## src/rtl/sha256_pkg.sv

```systemverilog
// sha256_pkg
// Shared definitions for the SHA-256 datapath memory interfaces.
//   WORD_WIDTH      : bits per digest word
//   NUM_HASH_WORDS  : words per SHA-256 digest (H0..H7)
//   writer_state_t  : digest writer FSM states
//   word_offset()   : bit offset of a word inside a packed digest whose
//                     word 0 sits in the most significant bits
package sha256_pkg;

    localparam int WORD_WIDTH     = 32;
    localparam int NUM_HASH_WORDS = 8;

    typedef enum logic [1:0] {
        IDLE  = 2'd0,
        WRITE = 2'd1,
        DONE  = 2'd2
    } writer_state_t;

    // Word 0 is the most significant word, so word i starts
    // (num_words-1-i) words up from bit 0.
    function automatic int unsigned word_offset(
        input int unsigned index,
        input int unsigned num_words,
        input int unsigned width
    );
        return (num_words - 1 - index) * width;
    endfunction

endpackage

```

## src/rtl/sha256_digest_writer_counter.sv

```systemverilog
// write_address_counter
// Word index counter for the digest writer, the write-side twin of the
// block-read address counter.
// Ports:
//   clock, reset (synchronous, active-high)
//   clear      : force the index back to 0
//   increment  : advance the index by one
//   index      : current word index
//   last_word  : index points at the final word (COUNT-1)
module write_address_counter
    import sha256_pkg::*;
#(
    parameter int COUNT = NUM_HASH_WORDS
)(
    input  logic                     clock,
    input  logic                     reset,
    input  logic                     clear,
    input  logic                     increment,
    output logic [$clog2(COUNT)-1:0] index,
    output logic                     last_word
);

    localparam int INDEX_WIDTH = $clog2(COUNT);

    // Clear has priority so a transfer that ends on the last word always
    // leaves the counter at 0 for the next digest.
    always_ff @(posedge clock) begin
        if (reset) begin
            index <= '0;
        end else if (clear) begin
            index <= '0;
        end else if (increment) begin
            index <= index + INDEX_WIDTH'(1);
        end
    end

    assign last_word = (index == INDEX_WIDTH'(COUNT - 1));

endmodule

```

## src/rtl/sha256_digest_writer.sv

```systemverilog
// sha256_digest_writer
// Captures a finished SHA-256 digest and streams its words to the output
// SRAM one per cycle at consecutive addresses starting at BASE_ADDRESS,
// then pulses write_complete.
// Ports:
//   clock, reset       : clock, synchronous active-high reset
//   hash_valid         : one-cycle strobe, hash_in holds a finished digest
//   hash_in            : packed digest, word 0 (H0) in the top bits
//   mem_ready          : (SHA_WRITER_STALL_EN only) SRAM accepts the write
//   busy               : captured digest not yet fully written
//   write_enable       : SRAM write strobe
//   write_address      : SRAM address
//   write_data         : SRAM write data
//   write_complete     : one-cycle pulse after the last word is written
// Build option: define SHA_WRITER_STALL_EN to add mem_ready back-pressure.
module sha256_digest_writer
    import sha256_pkg::*;
#(
    parameter int                    NUMBER_OF_WORDS = NUM_HASH_WORDS,
    parameter int                    DATA_WIDTH      = WORD_WIDTH,
    parameter int                    ADDR_WIDTH      = 16,
    parameter logic [ADDR_WIDTH-1:0] BASE_ADDRESS    = '0
)(
    input  logic                                  clock,
    input  logic                                  reset,
    input  logic                                  hash_valid,
    input  logic [NUMBER_OF_WORDS*DATA_WIDTH-1:0] hash_in,
`ifdef SHA_WRITER_STALL_EN
    input  logic                                  mem_ready,
`endif
    output logic                                  busy,
    output logic                                  write_enable,
    output logic [ADDR_WIDTH-1:0]                 write_address,
    output logic [DATA_WIDTH-1:0]                 write_data,
    output logic                                  write_complete
);

    localparam int INDEX_WIDTH = $clog2(NUMBER_OF_WORDS);

    writer_state_t                         state;
    logic [NUMBER_OF_WORDS*DATA_WIDTH-1:0] digest_hold;
    logic [INDEX_WIDTH-1:0]                word_index;
    logic                                  last_word;
    logic                                  advance;
    logic                                  count_clear;
    logic                                  count_increment;

    // The presented word may be replaced only once the SRAM has taken it;
    // with nothing presented (write_enable low) the first word goes out
    // immediately.
`ifdef SHA_WRITER_STALL_EN
    assign advance = !write_enable || mem_ready;
`else
    assign advance = 1'b1;
`endif

    // The index always names the next word to present, so it steps as
    // each word is put on the bus and clears when the last one goes out.
    assign count_increment = (state == WRITE) && advance && !last_word;
    assign count_clear     = (state == WRITE) && advance && last_word;

    write_address_counter #(
        .COUNT (NUMBER_OF_WORDS)
    ) u_counter (
        .clock     (clock),
        .reset     (reset),
        .clear     (count_clear),
        .increment (count_increment),
        .index     (word_index),
        .last_word (last_word)
    );

    // State and all outputs live in one block. The state leads the
    // registered outputs by one cycle: WRITE is entered on capture and the
    // first word appears on the next edge; DONE is entered as the last word
    // is presented and write_complete appears once that word is taken.
    always_ff @(posedge clock) begin
        if (reset) begin
            state          <= IDLE;
            digest_hold    <= '0;
            busy           <= 1'b0;
            write_enable   <= 1'b0;
            write_address  <= '0;
            write_data     <= '0;
            write_complete <= 1'b0;
        end else begin
            case (state)
                IDLE: begin
                    busy           <= 1'b0;
                    write_enable   <= 1'b0;
                    write_complete <= 1'b0;
                    if (hash_valid) begin
                        digest_hold <= hash_in;
                        state       <= WRITE;
                    end
                end
                WRITE: begin
                    busy           <= 1'b1;
                    write_complete <= 1'b0;
                    if (advance) begin
                        write_enable  <= 1'b1;
                        write_address <= BASE_ADDRESS + ADDR_WIDTH'(word_index);
                        write_data    <= DATA_WIDTH'(digest_hold >>
                                         word_offset(32'(word_index),
                                                     NUMBER_OF_WORDS,
                                                     DATA_WIDTH));
                        if (last_word) begin
                            state <= DONE;
                        end
                    end
                end
                DONE: begin
                    if (advance) begin
                        write_enable   <= 1'b0;
                        write_complete <= 1'b1;
                        state          <= IDLE;
                    end
                end
                default: begin
                    state <= IDLE;
                end
            endcase
        end
    end

endmodule

```

## config.mk

```make
export PLATFORM = sky130hd
export DESIGN_NAME = sha256_digest_writer
export DESIGN_NICKNAME = d
export VERILOG_FILES = /design/src/rtl/sha256_pkg.sv /design/src/rtl/sha256_digest_writer_counter.sv /design/src/rtl/sha256_digest_writer.sv
export SDC_FILE = /design/constraint.sdc
export NUM_CORES = 1
export LEC_CHECK = 0
export CELL_PAD_IN_SITES_DETAIL_PLACEMENT = 0
export CELL_PAD_IN_SITES_GLOBAL_PLACEMENT = 1
export CORE_ASPECT_RATIO = 0.75
export CORE_MARGIN = 10
export CORE_UTILIZATION = 36
export CTS_BUF_LIST = sky130_fd_sc_hd__clkbuf_4 sky130_fd_sc_hd__clkbuf_8 sky130_fd_sc_hd__clkbuf_16
export CTS_CLUSTER_DIAMETER = 30
export DETAILED_ROUTE_END_ITERATION = 16
export HOLD_SLACK_MARGIN = 0.15
export PLACE_DENSITY = 0.86
export SYNTH_ARGS = -nofsm -noshare
export SYNTH_HDL_FRONTEND = slang
export SYNTH_SLANG_ARGS = --single-unit
export TNS_END_PERCENT = 100
```

## constraint.sdc

```tcl
create_clock -name clock -period 2 [get_ports clock]
set_clock_uncertainty 0.2 [all_clocks]
set_input_delay 0.4 -clock clock [delete_from_list [all_inputs] [get_ports clock]]
set_output_delay 0.4 -clock clock [all_outputs]
set_load 0.005 [all_outputs]
```

---- Yosys cells after proc, flatten, opt, wreduce, memory -nomap -nowiden ----
Cells that the tools add are included.
cells by class
  shift-type cells ........................ 1
  add/subtract/negate cells ............... 2
  reductions and logical operators ........ 12
  equality and inequality tests ........... 5
  muxes and demuxes ....................... 6
operator list
  kind                                                  count
  right shift 256 x 32 -> 32 bit                        1
  one-hot mux 1 bit (2 select lines)                    3
  nonzero test 2 bit                                    3
  OR reduction 2 bit                                    3
  2-to-1 mux 2 bit                                      2
  != test 2 bit (second input constant)                 2
  one-hot mux 2 bit (2 select lines)                    1
  AND reduction 2 bit                                   2
  subtractor 3 x 3 -> 4 bit (first input constant)      1
  adder 3 x 1 -> 3 bit (second input constant)          1
  equality test 3 bit (second input constant)           1
  equality test 2 x 1 -> 1 bit (second input constant)  1
  equality test 2 bit (second input constant)           1
  logical AND 1 bit                                     2
  logical NOT 2 bit                                     1
  logical NOT 1 bit                                     1
storage, ports and cells
  register bits ........................... 299

---- Longest topological paths before layout ----
  depth after elaboration ................. 3
  mapped depth ............................ 7
  gate-level depth less buffers ........... 5

---- By module ----
A second synthesis with hierarchy kept.
second synthesis, totals
  cell total of the unflattened synthesis .. 1,534
  area total of the unflattened synthesis .. 12,934.9 um2
by module, submodules not included
  module                 seq. area each (um2)  times used  area each (um2)  cells an instance
  sha256_digest_writer   5,925.7               1           12,801.0         1,523
  write_address_counter  60.1                  1           133.9            11

---- Least setup slack after synthesis ----
No wires, ideal clock.
  kind .................................... reg-to-reg
  start point ............................. reg u_counter.index[0]
  end point ............................... reg write_data[10]
  setup time .............................. 0.141 ns
  stages on the path, launching flop included .. 8
  setup slack ............................. 0.451 ns
  data arrival time ....................... 1.208 ns
  buffers on the path ..................... 3
  path through ............................ dfxtp_1 -> buf_4 -> buf_12 -> buf_6 -> mux2i_1 -> a22oi_1 -> a21oi_1 -> nor3_2
on the way
  word-level cells in the longest chain between the ends .. 2
ends and longest elaborated chain
  item                            line                                text
  start: declaration              sha256_digest_writer_counter.sv:19  output logic [$clog2(COUNT)-1:0] index,
  start signal: assignment        sha256_digest_writer_counter.sv:33  index <= index + INDEX_WIDTH'(1);
  subtractor 3 x 3 -> 4 bit       sha256_pkg.sv:26                    return (num_words - 1 - index) * width;
  right shift 256 x 32 -> 32 bit  sha256_digest_writer.sv:103         write_data <= DATA_WIDTH'(digest_hold >>
  end signal: assignment          sha256_digest_writer.sv:103
  end: declaration                sha256_digest_writer.sv:34          output logic [DATA_WIDTH-1:0] write_data,
No other way between the ends.
A chain may end at the register's enable or synchronous reset.

---- Final worst setup path ----
  start point ............................. reg u_counter.index[0]
  end point ............................... reg write_data[4]
Same word-level chain as after synthesis.

==> impl_metrics.csv <==
group,metric,value,unit
run_status,status,"finished clean",
cts,cts_root_buf,"clkbuf_16",
detailed_routing,via_count,11482,
cts,tritoncts.num_buffers,58,
synth,yosys_warnings,0,
timing,fin_crit_sh,93.9,%
job,max_cap_violations,0,
worst_hold_path,holdPathStages,3,
critical_path,critical-path-slowest-cell,"dfxtp_4",
critical_path,cp.required,2.24,ns
power_and_ir_drop,p_comb_share,12.3,%
global_routing,initial_antenna_violation_count,1,
timing,post-route-worst-setup-slack,0.122,ns
floorplanning,floorplan.die.width,236,um
critical_path,critical_path.max_fanout,24,
timing,min_clock_period_post_route,1.88,ns
worst_hold_path,hold_path_startpoint,"hash_in[88]",
synth,ys_seq_area_share,47.3,%
power_and_ir_drop,internal_power,14200,uW
detailed_routing,route.detailed.vias_per_inst,4.93,
placement,place.detailed.hpwl,30.5,mm
power_and_ir_drop,peakVddDrop,554,uV
cts,post-cts-setup-buffer-count,0,
detailed_routing,drt_first_pass_iters,5,
critical_path,critPathMaxStageDelay,0.39,ns
critical_path,worst-endpoint-arrival,2.12,ns
power_and_ir_drop,sequentialPowerShare,34.8,%
timing,rsz_0062_raised_after_global_routing,"false",
placement,io_buffer_count,296,
global_routing,gr-total-overflow,0,
placement,pre_cts_slack,-0.0558,ns
timing,max_freq,532,MHz
critical_path,depth_of_the_worst_register_to_register_path,6,
floorplanning,core-area,34700,sq um
worst_hold_path,hold_end,"digest_hold[88]",
synth,syn_area_per_cell,8.23,sq um
detailed_routing,wl_per_cell,18.2,um
global_routing,first_global_vias,11860,
synth,ys_types,22,
placement,gpl_congestion,0.865,
cts,cts_htree_levels,2,
power_and_ir_drop,power.share.clock,52.9,%
cts,path_clk_slew,0.05,ns
power_and_ir_drop,switchingPower,4630,uW
critical_path,crit_path_end_kind,"flop",
cts,ctsLongestPathBuffers,3,
floorplanning,placementRows,59,
cts,clk_latency,0.56,ns
synth,synth_area_leaders,"dfxtp_1 (47%), nand2_1 (15%), a21oi_1 (12%)",
detailed_routing,antenna_left,0,
critical_path,worstPathCellList,"buf_12, buf_12, mux2i_1, a22oi_1, a21oi_1, nor3_2",
synth,synth_area_leader_cell,"dfxtp_1",
synth,async_sr_flop_fraction,0,%
detailed_routing,drc_errors,0,
synth,synthFlopType,"dfxtp_1",
global_routing,first_pass_grt_wire_length,64.7,mm
critical_path,critical_path.reg2reg.endpoint,"write_data[4]",
power_and_ir_drop,switching_share,24.6,%
synth,syn_area,12600,sq um
floorplanning,die_area,43100,sq um
synth,synth.most_common_cell,"nand2_1",
power_and_ir_drop,power_density,1030,nW/um^2
detailed_routing,postRouteWirelength,42.4,mm
cts,tritoncts,"yes",
synth,synthesis.instances,1537,
detailed_routing,drc_marker_count_from_the_first_detailed_route_iteration,669,
power_and_ir_drop,power_leakage,0.00700,uW
critical_path,cp-start-kind,"flop",
final_layout,drive_above_1_share,11.5,%
global_routing,gr-usage-all-layers,18.6,%
floorplanning,initial_utilization,36.4,%
timing,hold_violations,0,
critical_path,worstSetupPathType,"flop to flop",
timing,report.final.setup_viol,0,
final_layout,final_core_util,52.5,%
timing,maxSlewViolCount,0,
synth,synth.ff_latch_count,299,
synth,synth_top_area_share,47.3,%
floorplanning,top_level_ports,310,
synth,synth-edff-count,0,
worst_hold_path,hold_class,"input port to flop",
final_layout,layout-area-overhead-vs-synth,44.2,%
critical_path,origin_of_the_critical_flop_to_flop_path,"u_counter.index[0]",
floorplanning,die_h,182,um
critical_path,timing.critical_path.mode_cell,"buf_12",
critical_path,regToRegSetupSlack,0.12,ns
timing,fin_setup_tns,0,ns
final_layout,design.final.nets,2087,
global_routing,grt_max_degree,63,
synth,ys_top_cells_by_count,"nand2_1 (522), dfxtp_1 (299), a21oi_1 (295)",
cts,cts_sinks,299,
logic make-up (layout without fill, tap and decap cells):
kind of cell	after synthesis	after routing	share of synthesized area [%]
multiplexers	128	128	10.1
adder cells (fa/ha/maj)	2	2	0.198
other	1	14	0.0297
AO/OA/AOI/OAI	359	359	15.5
buffers and inverters	142	466	6.92
flip-flops	299	299	47.3
AND/OR/NAND/NOR	606	606	19.9
cell type report:
cell class | instances | area (sq um)
fillers | 3224 | 16500
flip-flops and latches | 299 | 5990
multi-input cells | 1108 | 5870
repair buffers | 359 | 3730
clock buffers | 72 | 1650
well taps | 457 | 572
clock inverters | 35 | 403
diodes | 1 | 2.50
routing by layer:
layer  vias to the layer above  GRT usage (%)  part of all wire, %  wire length [um]
met5                         -              0                    0                 0
met4                         0           4.93                  1.8               760
met3                        57           5.10                  6.7              2860
met2                       332           33.4                   50             21300
met1                      5370           21.4                   41             17500
li1                       5723              -                    -                 -
worst max-delay path by stage:
stage / startpoint / to / slack (ns) / cells after the start
after CTS: busy / busy / 0.12 / 1
after global placement: hash_valid / digest_hold[49] / 0.005 / 5
after detailed placement: hash_valid / digest_hold[17] / -0.06 / 5
after global routing: state[1] / digest_hold[4] / 0.02 / 6
final: u_counter.index[0] / write_data[4] / 0.12 / 6
after floorplan: u_counter.index[0] / write_data[10] / 0.45 / 7
cell usage in the layout, fill, tap and decap left out, drive strengths merged:
master / count
nand2: 522
dfxtp: 299
a21oi: 295
clkdlybuf4s50: 257
mux2i: 128
clkbuf: 72
a22oi: 64
buf: 63
dlygate4sd2: 38
nor2: 38
nor3: 33
clkinv: 15
conb: 13
clkinvlp: 10
bufinv: 7
nor2b: 5
nor3b: 3
inv: 3
nand3b: 2
ha: 2
and2: 2
diode: 1
nand2b: 1
dlygate4sd3: 1
metrics by stage:
stage	total power, uW	instance area [sq um]	cells	hold WS, ns
after global placement	8990	16200	2222	0.241
after floorplan	7900	12700	1549	0.236
final	18900	18200	2331	0.182
after CTS	19000	18200	2330	0.156
after detailed placement	9030	16200	2222	0.245
after global routing	19600	18200	2330	0.170
registers in the layout, summed over array words and instances (netlist names):
register / flops
write_data: 32
u_counter.index: 3
write_address: 3
state: 2
write_enable: 1
write_complete: 1
digest_hold: 256
busy: 1
worst max-delay path, delay by kind of cell, from the launching register on:
kind / cells / cell delay, ns
AOI/OAI and AO/OA: 2 / 0.36
buffers and inverters: 2 / 0.42
muxes: 1 / 0.31
DFF: 1 / 0.39
and+or+nand+nor: 1 / 0.05
power by group through the flow:
| stage | Clock (uW) | Combinational [uW] | Sequential, uW |
|---|---|---|---|
| floorplan | 0 | 1290 | 6620 |
| global placement | 0 | 2340 | 6650 |
| detailed placement | 0 | 2370 | 6660 |
| CTS | 10100 | 2350 | 6550 |
| global route | 10400 | 2540 | 6590 |
| finish | 9970 | 2330 | 6550 |
what timing repair did:
action / CTS / global route
endpoints found under the hold margin: 31 / 0
setup endpoints to repair: 38 / 0
hold buffers: 1 / 0
resized for setup: 42 / 0
Power figures use the tool's default switching activity.
